==> config.mk <==
export PLATFORM = sky130hd
export DESIGN_NAME = universal_shift_register_flat
export DESIGN_NICKNAME = d
export VERILOG_FILES = /design/src/rtl/usr_pkg.sv /design/src/rtl/universal_shift_register_if.sv /design/src/rtl/usr_step.sv /design/src/rtl/universal_shift_register.sv /design/src/flat_wrapper.sv
export SDC_FILE = /design/constraint.sdc
export NUM_CORES = 1
export LEC_CHECK = 0
export CAP_MARGIN = 20
export CELL_PAD_IN_SITES_DETAIL_PLACEMENT = 0
export CELL_PAD_IN_SITES_GLOBAL_PLACEMENT = 1
export CORE_MARGIN = 2
export CORE_UTILIZATION = 30
export DETAILED_ROUTE_END_ITERATION = 12
export PLACE_DENSITY = 0.8
export RECOVER_POWER = 25
export SYNTH_ARGS = -nofsm -noshare
export SYNTH_HDL_FRONTEND = slang
export SYNTH_SLANG_ARGS = --single-unit
==> constraint.sdc <==
create_clock -name clk -period 1.6 [get_ports clk]
set_input_delay 0.32 -clock clk [delete_from_list [all_inputs] [get_ports clk]]
set_output_delay 0.32 -clock clk [all_outputs]
set_load 0.005 [all_outputs]
==> src/rtl/usr_pkg.sv <==
// Shared constants for the universal shift register: mode encodings and FSM states.
package usr_pkg;

  localparam logic [2:0] MODE_SHR = 3'b000;  // logical right
  localparam logic [2:0] MODE_SHL = 3'b001;  // logical left
  localparam logic [2:0] MODE_ROR = 3'b010;  // rotate right
  localparam logic [2:0] MODE_ROL = 3'b011;  // rotate left
  localparam logic [2:0] MODE_ASR = 3'b100;  // arithmetic right
  // Encodings 101..111 are hold.

  typedef enum logic {
    ST_IDLE = 1'b0,
    ST_RUN  = 1'b1
  } state_e;

endpackage

==> src/rtl/universal_shift_register_if.sv <==
// Control and data bundle of the universal shift register.
// The master side drives commands; the slave side (the register) returns state.
interface universal_shift_register_if #(
  parameter int unsigned WIDTH = 8
);
  localparam int unsigned CNT_W = $clog2(WIDTH + 1);

  logic             load;
  logic [WIDTH-1:0] data_in;
  logic             shift;
  logic [2:0]       mode;
  logic             ser_in;
  logic             start;
  logic [CNT_W-1:0] shift_cnt;
  logic [WIDTH-1:0] data_out;
  logic             ser_out;
  logic             busy;
  logic             done;

  modport master (
    output load, data_in, shift, mode, ser_in, start, shift_cnt,
    input  data_out, ser_out, busy, done
  );

  modport slave (
    input  load, data_in, shift, mode, ser_in, start, shift_cnt,
    output data_out, ser_out, busy, done
  );
endinterface

==> src/rtl/usr_step.sv <==
// Single-step next-value logic, shared by the manual and sequenced shift paths.
// valid is low for the hold encodings; q_next then equals q.
module usr_step
  import usr_pkg::*;
#(
  parameter int unsigned WIDTH = 8
) (
  input  logic [WIDTH-1:0] q,
  input  logic [2:0]       mode,
  input  logic             ser_in,
  output logic [WIDTH-1:0] q_next,
  output logic             ser_bit,
  output logic             valid
);

  // Compute one shift step and the bit it ejects.
  always_comb begin
    q_next  = q;
    ser_bit = 1'b0;
    valid   = 1'b0;
    case (mode)
      MODE_SHR: begin
        q_next  = {ser_in, q[WIDTH-1:1]};
        ser_bit = q[0];
        valid   = 1'b1;
      end
      MODE_SHL: begin
        q_next  = {q[WIDTH-2:0], ser_in};
        ser_bit = q[WIDTH-1];
        valid   = 1'b1;
      end
      MODE_ROR: begin
        q_next  = {q[0], q[WIDTH-1:1]};
        ser_bit = q[0];
        valid   = 1'b1;
      end
      MODE_ROL: begin
        q_next  = {q[WIDTH-2:0], q[WIDTH-1]};
        ser_bit = q[WIDTH-1];
        valid   = 1'b1;
      end
      MODE_ASR: begin
        q_next  = {q[WIDTH-1], q[WIDTH-1:1]};
        ser_bit = q[0];
        valid   = 1'b1;
      end
      default: begin
      end
    endcase
  end

endmodule

==> src/rtl/universal_shift_register.sv <==
// Universal shift register with parallel load, manual single steps and an
// automatic N-step sequence (IDLE/RUN FSM) with busy/done status.
module universal_shift_register
  import usr_pkg::*;
#(
  parameter int unsigned WIDTH = 8
) (
  input logic                        clk,
  input logic                        rst,
  universal_shift_register_if.slave  bus
);

  localparam int unsigned CNT_W = $clog2(WIDTH + 1);

  state_e           state_q, state_d;
  logic [WIDTH-1:0] q_q, q_d;
  logic             so_q, so_d;
  logic [CNT_W-1:0] cnt_q, cnt_d;
  logic [2:0]       lmode_q, lmode_d;
  logic             done_q, done_d;

  logic [2:0]       step_mode;
  logic [WIDTH-1:0] step_q;
  logic             step_bit;
  logic             step_valid;

  // The running sequence uses the latched mode; otherwise the live mode.
  assign step_mode = (state_q == ST_RUN) ? lmode_q : bus.mode;

  usr_step #(.WIDTH(WIDTH)) u_step (
    .q       (q_q),
    .mode    (step_mode),
    .ser_in  (bus.ser_in),
    .q_next  (step_q),
    .ser_bit (step_bit),
    .valid   (step_valid)
  );

  // Next-state and datapath selection: load > running sequence > start > manual shift.
  always_comb begin
    state_d = state_q;
    q_d     = q_q;
    so_d    = so_q;
    cnt_d   = cnt_q;
    lmode_d = lmode_q;
    done_d  = 1'b0;
    if (bus.load) begin
      // Load aborts a running sequence without a done pulse.
      q_d     = bus.data_in;
      state_d = ST_IDLE;
      cnt_d   = '0;
    end else if (state_q == ST_RUN) begin
      q_d   = step_q;
      if (step_valid) so_d = step_bit;
      cnt_d = cnt_q - 1'b1;
      if (cnt_q == CNT_W'(1)) begin
        state_d = ST_IDLE;
        done_d  = 1'b1;
      end
    end else if (bus.start) begin
      if (bus.shift_cnt == '0) begin
        done_d = 1'b1;
      end else begin
        state_d = ST_RUN;
        cnt_d   = bus.shift_cnt;
        lmode_d = bus.mode;
      end
    end else if (bus.shift && step_valid) begin
      q_d  = step_q;
      so_d = step_bit;
    end
  end

  // State registers with synchronous reset.
  always_ff @(posedge clk) begin
    if (rst) begin
      state_q <= ST_IDLE;
      q_q     <= '0;
      so_q    <= 1'b0;
      cnt_q   <= '0;
      lmode_q <= '0;
      done_q  <= 1'b0;
    end else begin
      state_q <= state_d;
      q_q     <= q_d;
      so_q    <= so_d;
      cnt_q   <= cnt_d;
      lmode_q <= lmode_d;
      done_q  <= done_d;
    end
  end

  assign bus.data_out = q_q;
  assign bus.ser_out  = so_q;
  assign bus.busy     = (state_q == ST_RUN);
  assign bus.done     = done_q;

endmodule

==> src/flat_wrapper.sv <==
// flat-port wrapper written by rule: the top's interface ports become plain ports
module universal_shift_register_flat import usr_pkg::*;
#(
  parameter int unsigned WIDTH = 8
)
  (clk, rst, bus_load, bus_data_in, bus_shift, bus_mode, bus_ser_in, bus_start, bus_shift_cnt, bus_data_out, bus_ser_out, bus_busy, bus_done);
  universal_shift_register_if #(.WIDTH(WIDTH)) bus_i ();
  input logic clk;
  input logic rst;
  input wire logic [$bits(bus_i.load)-1:0] bus_load;
  input wire logic [$bits(bus_i.data_in)-1:0] bus_data_in;
  input wire logic [$bits(bus_i.shift)-1:0] bus_shift;
  input wire logic [$bits(bus_i.mode)-1:0] bus_mode;
  input wire logic [$bits(bus_i.ser_in)-1:0] bus_ser_in;
  input wire logic [$bits(bus_i.start)-1:0] bus_start;
  input wire logic [$bits(bus_i.shift_cnt)-1:0] bus_shift_cnt;
  output wire logic [$bits(bus_i.data_out)-1:0] bus_data_out;
  output wire logic [$bits(bus_i.ser_out)-1:0] bus_ser_out;
  output wire logic [$bits(bus_i.busy)-1:0] bus_busy;
  output wire logic [$bits(bus_i.done)-1:0] bus_done;
  assign bus_i.load = bus_load;
  assign bus_i.data_in = bus_data_in;
  assign bus_i.shift = bus_shift;
  assign bus_i.mode = bus_mode;
  assign bus_i.ser_in = bus_ser_in;
  assign bus_i.start = bus_start;
  assign bus_i.shift_cnt = bus_shift_cnt;
  assign bus_data_out = bus_i.data_out;
  assign bus_ser_out = bus_i.ser_out;
  assign bus_busy = bus_i.busy;
  assign bus_done = bus_i.done;
  universal_shift_register #(.WIDTH(WIDTH)) u_core (.clk(clk), .rst(rst), .bus(bus_i));
endmodule
# After elaboration in Yosys (flattened, before gate mapping)
# Cells that the tools add are included.
[totals]
input_bits = 21
reg_bits = 18
out_inout_bits = 11
[classes]
n_mux = 23
n_eq_ne = 9
n_reduce_logical = 14
bitwise_logic = 3
add_sub_neg = 1
[ops]
columns = ["cell", "n"]
rows = [
  ["$pmux W8 S5", 1],
  ["$mux W8", 4],
  ["$mux W1", 13],
  ["$mux W4", 3],
  ["$reduce_and A4 Y1", 2],
  ["$eq A3 B2 Y1 const B", 2],
  ["$reduce_or A5 Y1", 1],
  ["$eq A4 B1 Y1 const B", 1],
  ["$logic_not A4 Y1", 1],
  ["$ne A2 B1 Y1 const B", 2],
  ["$reduce_and A2 Y1", 2],
  ["$reduce_bool A2 Y1", 2],
  ["$reduce_or A2 Y1", 2],
  ["$sub A4 B1 Y4 const B", 1],
  ["$eq A3 B1 Y1 const B", 1],
  ["$eq A3 B3 Y1 const B", 1],
  ["$logic_not A3 Y1", 1],
  ["$mux W3", 1],
  ["$ne A3 B2 Y1 const B", 1],
  ["$not A1 Y1", 3],
  ["$reduce_bool A3 Y1", 1],
  ["$reduce_or A3 Y1", 1],
  ["$ne A2 B2 Y1 const B", 1],
  ["$pmux W1 S2", 1],
  ["$logic_and A1 B1 Y1", 1],
]

# Logic depth before layout (Yosys ltp)
[logic_depth]
ltp_word = 9
ltp_mapped = 6
mapped_depth_nobuf = 6

# Cells and area by module
# From an unflattened synthesis, not the netlist that was laid out.
[hier_totals]
hier_cells = 141
area_unflattened_um2 = 1306.3
[by_module_without_submodules]
columns = ["mod", "seq_area_each_um2", "cells_per_inst", "instances", "area_each_um2"]
rows = [
  ["universal_shift_register", 360.3, 103, 1, 1029.7],
  ["usr_step", 0.0, 38, 1, 276.5],
]

# Worst setup path after synthesis
# OpenSTA, ideal clock, no wires.
[synth_timing]
kind = "reg2reg"
from = "register u_core.state_q, in the netlist u_core.bus.busy"
to = "register u_core.q_q[1], in the netlist u_core.bus.data_out[1]"
setup_ns = 0.136
path_buffers = 2
required_ns = 1.464
stages_incl_launch_ff = 7
setup_slack_ns = 0.069
t_arrival_ns = 1.395
cell_sequence = "dfxtp_1 -> buf_6 -> or3b_1 -> buf_6 -> and3_1 -> a211oi_1 -> o32ai_1"
[synth_between]
elab_chain_cells = 7
elab_cells_between_ends = 17
cone_classes = "eq/ne: 5; mux: 7; reduce/logical: 5"
[synth_rtl]
columns = ["item", "line", "source"]
rows = [
  ["start, declared", "universal_shift_register.sv:15", "state_e state_q, state_d;"],
  ["start signal, assigned", "universal_shift_register.sv:84", "state_q <= state_d;"],
  ["$mux W3", "universal_shift_register.sv:28", "assign step_mode = (state_q == ST_RUN) ? lmode_q : bus.mode;"],
  ["$eq A3 B3 Y1, or another cell as far along", "usr_step.sv:21", "case (mode)"],
  ["$pmux W8 S5 / $reduce_or A5 Y1 (equally long branches)", "--", ""],
  ["$mux W8 / $mux W1 (equally long branches)", "universal_shift_register.sv:68, usr_step.sv:21", ""],
  ["$mux W8 / $logic_and A1 B1 Y1 (equally long branches)", "universal_shift_register.sv:60, universal_shift_register.sv:68", ""],
  ["$mux W8 / $reduce_bool A3 Y1 (equally long branches)", "--", ""],
  ["$mux W8 / $reduce_and A2 Y1 (equally long branches)", "--", ""],
  ["end signal, assigned", "universal_shift_register.sv:85", "q_q <= q_d;"],
  ["end, declared", "universal_shift_register.sv:16", "logic [WIDTH-1:0] q_q, q_d;"],
]
# Parallel ways exist; a longest one is shown, timed or not. The select of a mux whose other input is x is not followed.
# A chain may end at the register's enable or synchronous reset.

# Final worst setup path
[layout_timing]
from = "input port bus_mode[2]"
to = "register u_core.q_q[0], in the netlist u_core.bus.data_out[0]"
[layout_between]
elab_chain_cells = 7
elab_cells_between_ends = 16
cone_classes = "eq/ne: 4; mux: 7; reduce/logical: 5"
[layout_rtl]
columns = ["item", "line", "source"]
rows = [
  ["start, declared", "flat_wrapper.sv:13", "input wire logic [$bits(bus_i.mode)-1:0] bus_mode;"],
  ["$mux W3 *", "universal_shift_register.sv:28", ""],
  ["$eq A3 B3 Y1, or another cell as far along", "usr_step.sv:21", ""],
  ["$pmux W8 S5 / $reduce_or A5 Y1 (equally long branches)", "--", ""],
  ["$mux W8 / $mux W1 (equally long branches)", "universal_shift_register.sv:68, usr_step.sv:21", ""],
  ["$mux W8 / $logic_and A1 B1 Y1 (equally long branches)", "universal_shift_register.sv:60, universal_shift_register.sv:68", ""],
  ["$mux W8 / $reduce_bool A3 Y1 (equally long branches)", "--", ""],
  ["$mux W8 / $reduce_and A2 Y1 (equally long branches)", "--", ""],
]
# Mark *: on every way between the ends. The rest lies on a longest branch, timed or not. The select of a mux whose other input is x is not followed.

==> impl_metrics.csv <==
group,metric,value,unit
placed_design,dp_hpwl,2211,um
setup_path,endpoint_kind,"flop",
synth,syn_area_per_cell,8.811,um^2
placed_design,gp_congestion,0.8364,
routing,drt_iter0_markers,61,
run_status,outcome,"finished, violations left",
setup_path,critPathKind,"input port to flop",
floorplan,die_h,62.87,um
synth,synth_area_leader_cell,"dfxtp_1",
routing,routed_via_density,5.414,
power_and_ir_drop,power.density,687.6,nW/um^2
placed_design,io_buffer_count,31,
floorplan,core-area,3337,um^2
sta,clock-skew-final,0.004972,ns
finish,nNetsFinal,193,
sta,drv_slew,0,
synth,ys_types,39,
finish,seq_area,367.9,um^2
global_routing,grt_util_all_layers,15.61,%
setup_path,crit_path_top_delay_cell,"clkdlybuf4s50_1",
synth,ys_seq_area_share,34.66,%
clocking,cts_max_path_buffers,2,
global_routing,grt_max_degree,13,
synth,synthesis.nets,141,
clocking,htree_num_levels,1,
hold_path,hold_path.class,"flop to flop",
setup_path,critical_path_arrival,1.82,ns
sta,fin_crit,1.616,ns
synth,ys_seq_elements,18,
sta,rsz0062_at_grt,"true",
synth,ys_warn_count,0,
finish,n_fill_cell,352,
clocking,cts_buffers,3,
routing,dr_total_vias,1164,
sta,period_share,101.0,%
sta,slew_headroom,63.02,%
flow_run,maxCapViolations,0,
setup_path,cp_top_family,"buffers and inverters",
synth,synth_top_area_share,34.66,%
setup_path,startpoint_type,"input port",
sta,fin_ws,-0.01621,ns
finish,multiInputGateArea,669.4,um^2
sta,finalHoldViolCount,0,
finish,antennaDiodeCount,0,
sta,worst_pin_slew,0.5548,ns
placed_design,pre_cts_ws,-0.4807,ns
finish,drive_above_1_share,28.40,%
synth,synthCells,118,
sta,setup_viol,2,
synth,syn-cell-area,1040,um^2
setup_path,path_cells,"clkdlybuf4s50_1, or3b_4, buf_6, o2bb2ai_2, o221ai_1, a21oi_1",
power_and_ir_drop,peakVddDrop,0.0002371,V
global_routing,grt_antenna_before_repair,0,
finish,syn_to_final_growth,59.81,%
clocking,cts_sinks,18,
routing,routed_wl,3321,um
clocking,cts_tree,"yes",
sta,fmax,0.6187,GHz
floorplan,rows,21,
setup_path,cp_max_fo,8,
floorplan,pin_count,32,
floorplan,dieArea,3953,um^2
global_routing,grt.overflow.total,0,
clocking,cts_hold_buf,0,
synth,yosys-top-cells-area,"dfxtp_1 (35%), a211oi_1 (8.7%), mux2i_1 (5.8%), o32ai_1 (5.1%), and3_1 (3.6%)",
setup_path,worstPathRequired,1.80,ns
routing,ant_nets,0,
routing,drc,0,
global_routing,grt_pass1_vias,1107,
routing,drtPass1Iterations,4,
clocking,clk_latency,0.30,ns
power_and_ir_drop,p_leak,0.6669,nW
global_routing,grt_pass1_wl,4988,um
clocking,root_buffer,"clkbuf_4",
finish,post-route-util,49.79,%
run_status,violations,"negative setup slack",
clocking,cts.reportedPaths.clkPinSlew,0.11,ns
setup_path,critPathMaxStageDelay,0.47,ns
floorplan,dieWidth,62.87,um
routing,detail_route.wl_per_cell,15.45,um
floorplan,initial_core_util,31.16,%
setup_path,critical_path_buf_inv_count,2,
[final cells by class]
cell class	count	share of cell area (%)
Timing Repair Buffer	55	30.57
Tap cell	46	3.464
Inverter	6	1.355
Clock buffer	4	2.184
Sequential cell	18	22.14
Multi-Input combinational cell	86	40.29
[layout by cell type, fill, tap and decap left out, types with 3 or more instances in the layout]
cell	instances
nor3_1	3
buf_4	21
o32ai_1	5
a21oi_1	5
mux2i_1	6
clkbuf_4	3
and3_1	6
nand2_1	8
a211oi_1	8
dfxtp_1	14
clkdlybuf4s50_1	27
inv_1	5
dfxtp_2	3
a211oi_2	4
nor2_1	10
a221oi_1	3
[flip-flops by register name, summed over array words and instances, names as in the netlist]
register,cells
u_core.bus.data_out,8
u_core.lmode_q,3
u_core.bus.done,1
u_core.cnt_q,4
u_core.bus.busy,1
u_core.bus.ser_out,1
[cells in the mapped netlist]
cell type	instances
o32ai_1	6
nand2_1	8
nor3_1	3
nor4_1	1
a211oi_1	12
o221a_2	1
a21oi_1	5
buf_4	1
and3_1	6
or3_1	1
buf_6	2
nand2_4	1
o31ai_1	1
a22o_1	1
inv_2	1
a22oi_1	1
o22ai_1	1
buf_2	1
o21ai_1	1
a221oi_1	3
clkbuf_1	4
nor2_1	10
nand3b_1	1
a31oi_1	1
xnor2_1	2
a2111oi_0	1
o2bb2ai_1	1
nor3b_1	1
nor2b_1	1
ha_1	2
or3b_1	1
o221ai_1	1
inv_1	5
o21ai_0	3
dfxtp_1	18
mux2i_1	6
and2_1	1
o41ai_4	1
nor4b_1	1
[metrics by stage]
| step | total power [mW] | cell area [um^2] | instances | TNS (ns) | hold WS [ns] |
|---|---|---|---|---|---|
| floorplan | 0.6540 | 1040 | 118 | 0 | 0.4639 |
| global placement | 0.8122 | 1528 | 208 | -4.426 | 0.5076 |
| detailed placement | 0.8174 | 1528 | 208 | -4.974 | 0.5181 |
| CTS | 1.118 | 1598 | 214 | 0 | 0.4987 |
| global route | 1.197 | 1662 | 215 | -0.2477 | 0.5407 |
| finish | 1.143 | 1662 | 215 | -0.02202 | 0.5283 |
[worst register-to-register path, cell delays in order (launching register included)]
cell and delay [ns]:
dfxtp_4 0.37, buf_6 0.11, or3b_4 0.45, buf_6 0.15
o2bb2ai_2 0.11, o221ai_1 0.21, a21oi_1 0.10
[power by group]
group	leakage, nW	switching (mW)	total [mW]	internal, mW
Sequential	0.150	0.0313	0.508	0.477
Clock	0.0210	0.157	0.296	0.139
Combinational	0.496	0.146	0.338	0.192
Total	0.667	0.334	1.14	0.808
[repair_timing]
action	CTS	global route
gates resized for setup	8	15
endpoints found under the setup margin	9	14
setup buffers	2	1
hold endpoints to repair	0	0
pin swaps	0	9
[final timing paths]
| check | from | end | slack [ns] | depth (start not counted) |
|---|---|---|---|---|
| worst max-delay path | bus_mode[2] | u_core.bus.data_out[0]$_SDFFE_PP0P_ | -0.02 | 6 |
| worst min-delay path | u_core.bus.ser_out$_SDFFE_PP0P_ | u_core.bus.ser_out$_SDFFE_PP0P_ | 0.53 | 2 |
| worst max register to register | u_core.bus.busy$_SDFF_PP0_ | u_core.bus.data_out[0]$_SDFFE_PP0P_ | 0.01 | 6 |
| worst min register to register | u_core.bus.ser_out$_SDFFE_PP0P_ | u_core.bus.ser_out$_SDFFE_PP0P_ | 0.53 | 2 |
[kinds of logic (layout without fill, tap and decap cells)]
| group | count (synthesis) | in the layout | synth area share, % |
|---|---|---|---|
| mux | 6 | 6 | 5.776 |
| flops | 18 | 18 | 34.66 |
| compound gates | 40 | 40 | 30.33 |
| simple gates | 36 | 36 | 18.17 |
| buf+inv | 14 | 65 | 6.979 |
| xor+xnor | 2 | 2 | 1.685 |
| fa+ha+maj | 2 | 2 | 2.406 |
[per-layer routing]
layer  wire [um]  vias to the layer above  global-route usage, %  part of all wire (%)
li1            -                      556                      -                     -
met1        1420                      561                  18.43                    43
met2        1691                       41                  27.39                    51
met3         168                        6                  2.883                   5.1
met4          40                        0                  6.667                   1.2
met5           0                        -                      0                     0
No activity file was read; power rests on OpenSTA's default activity.
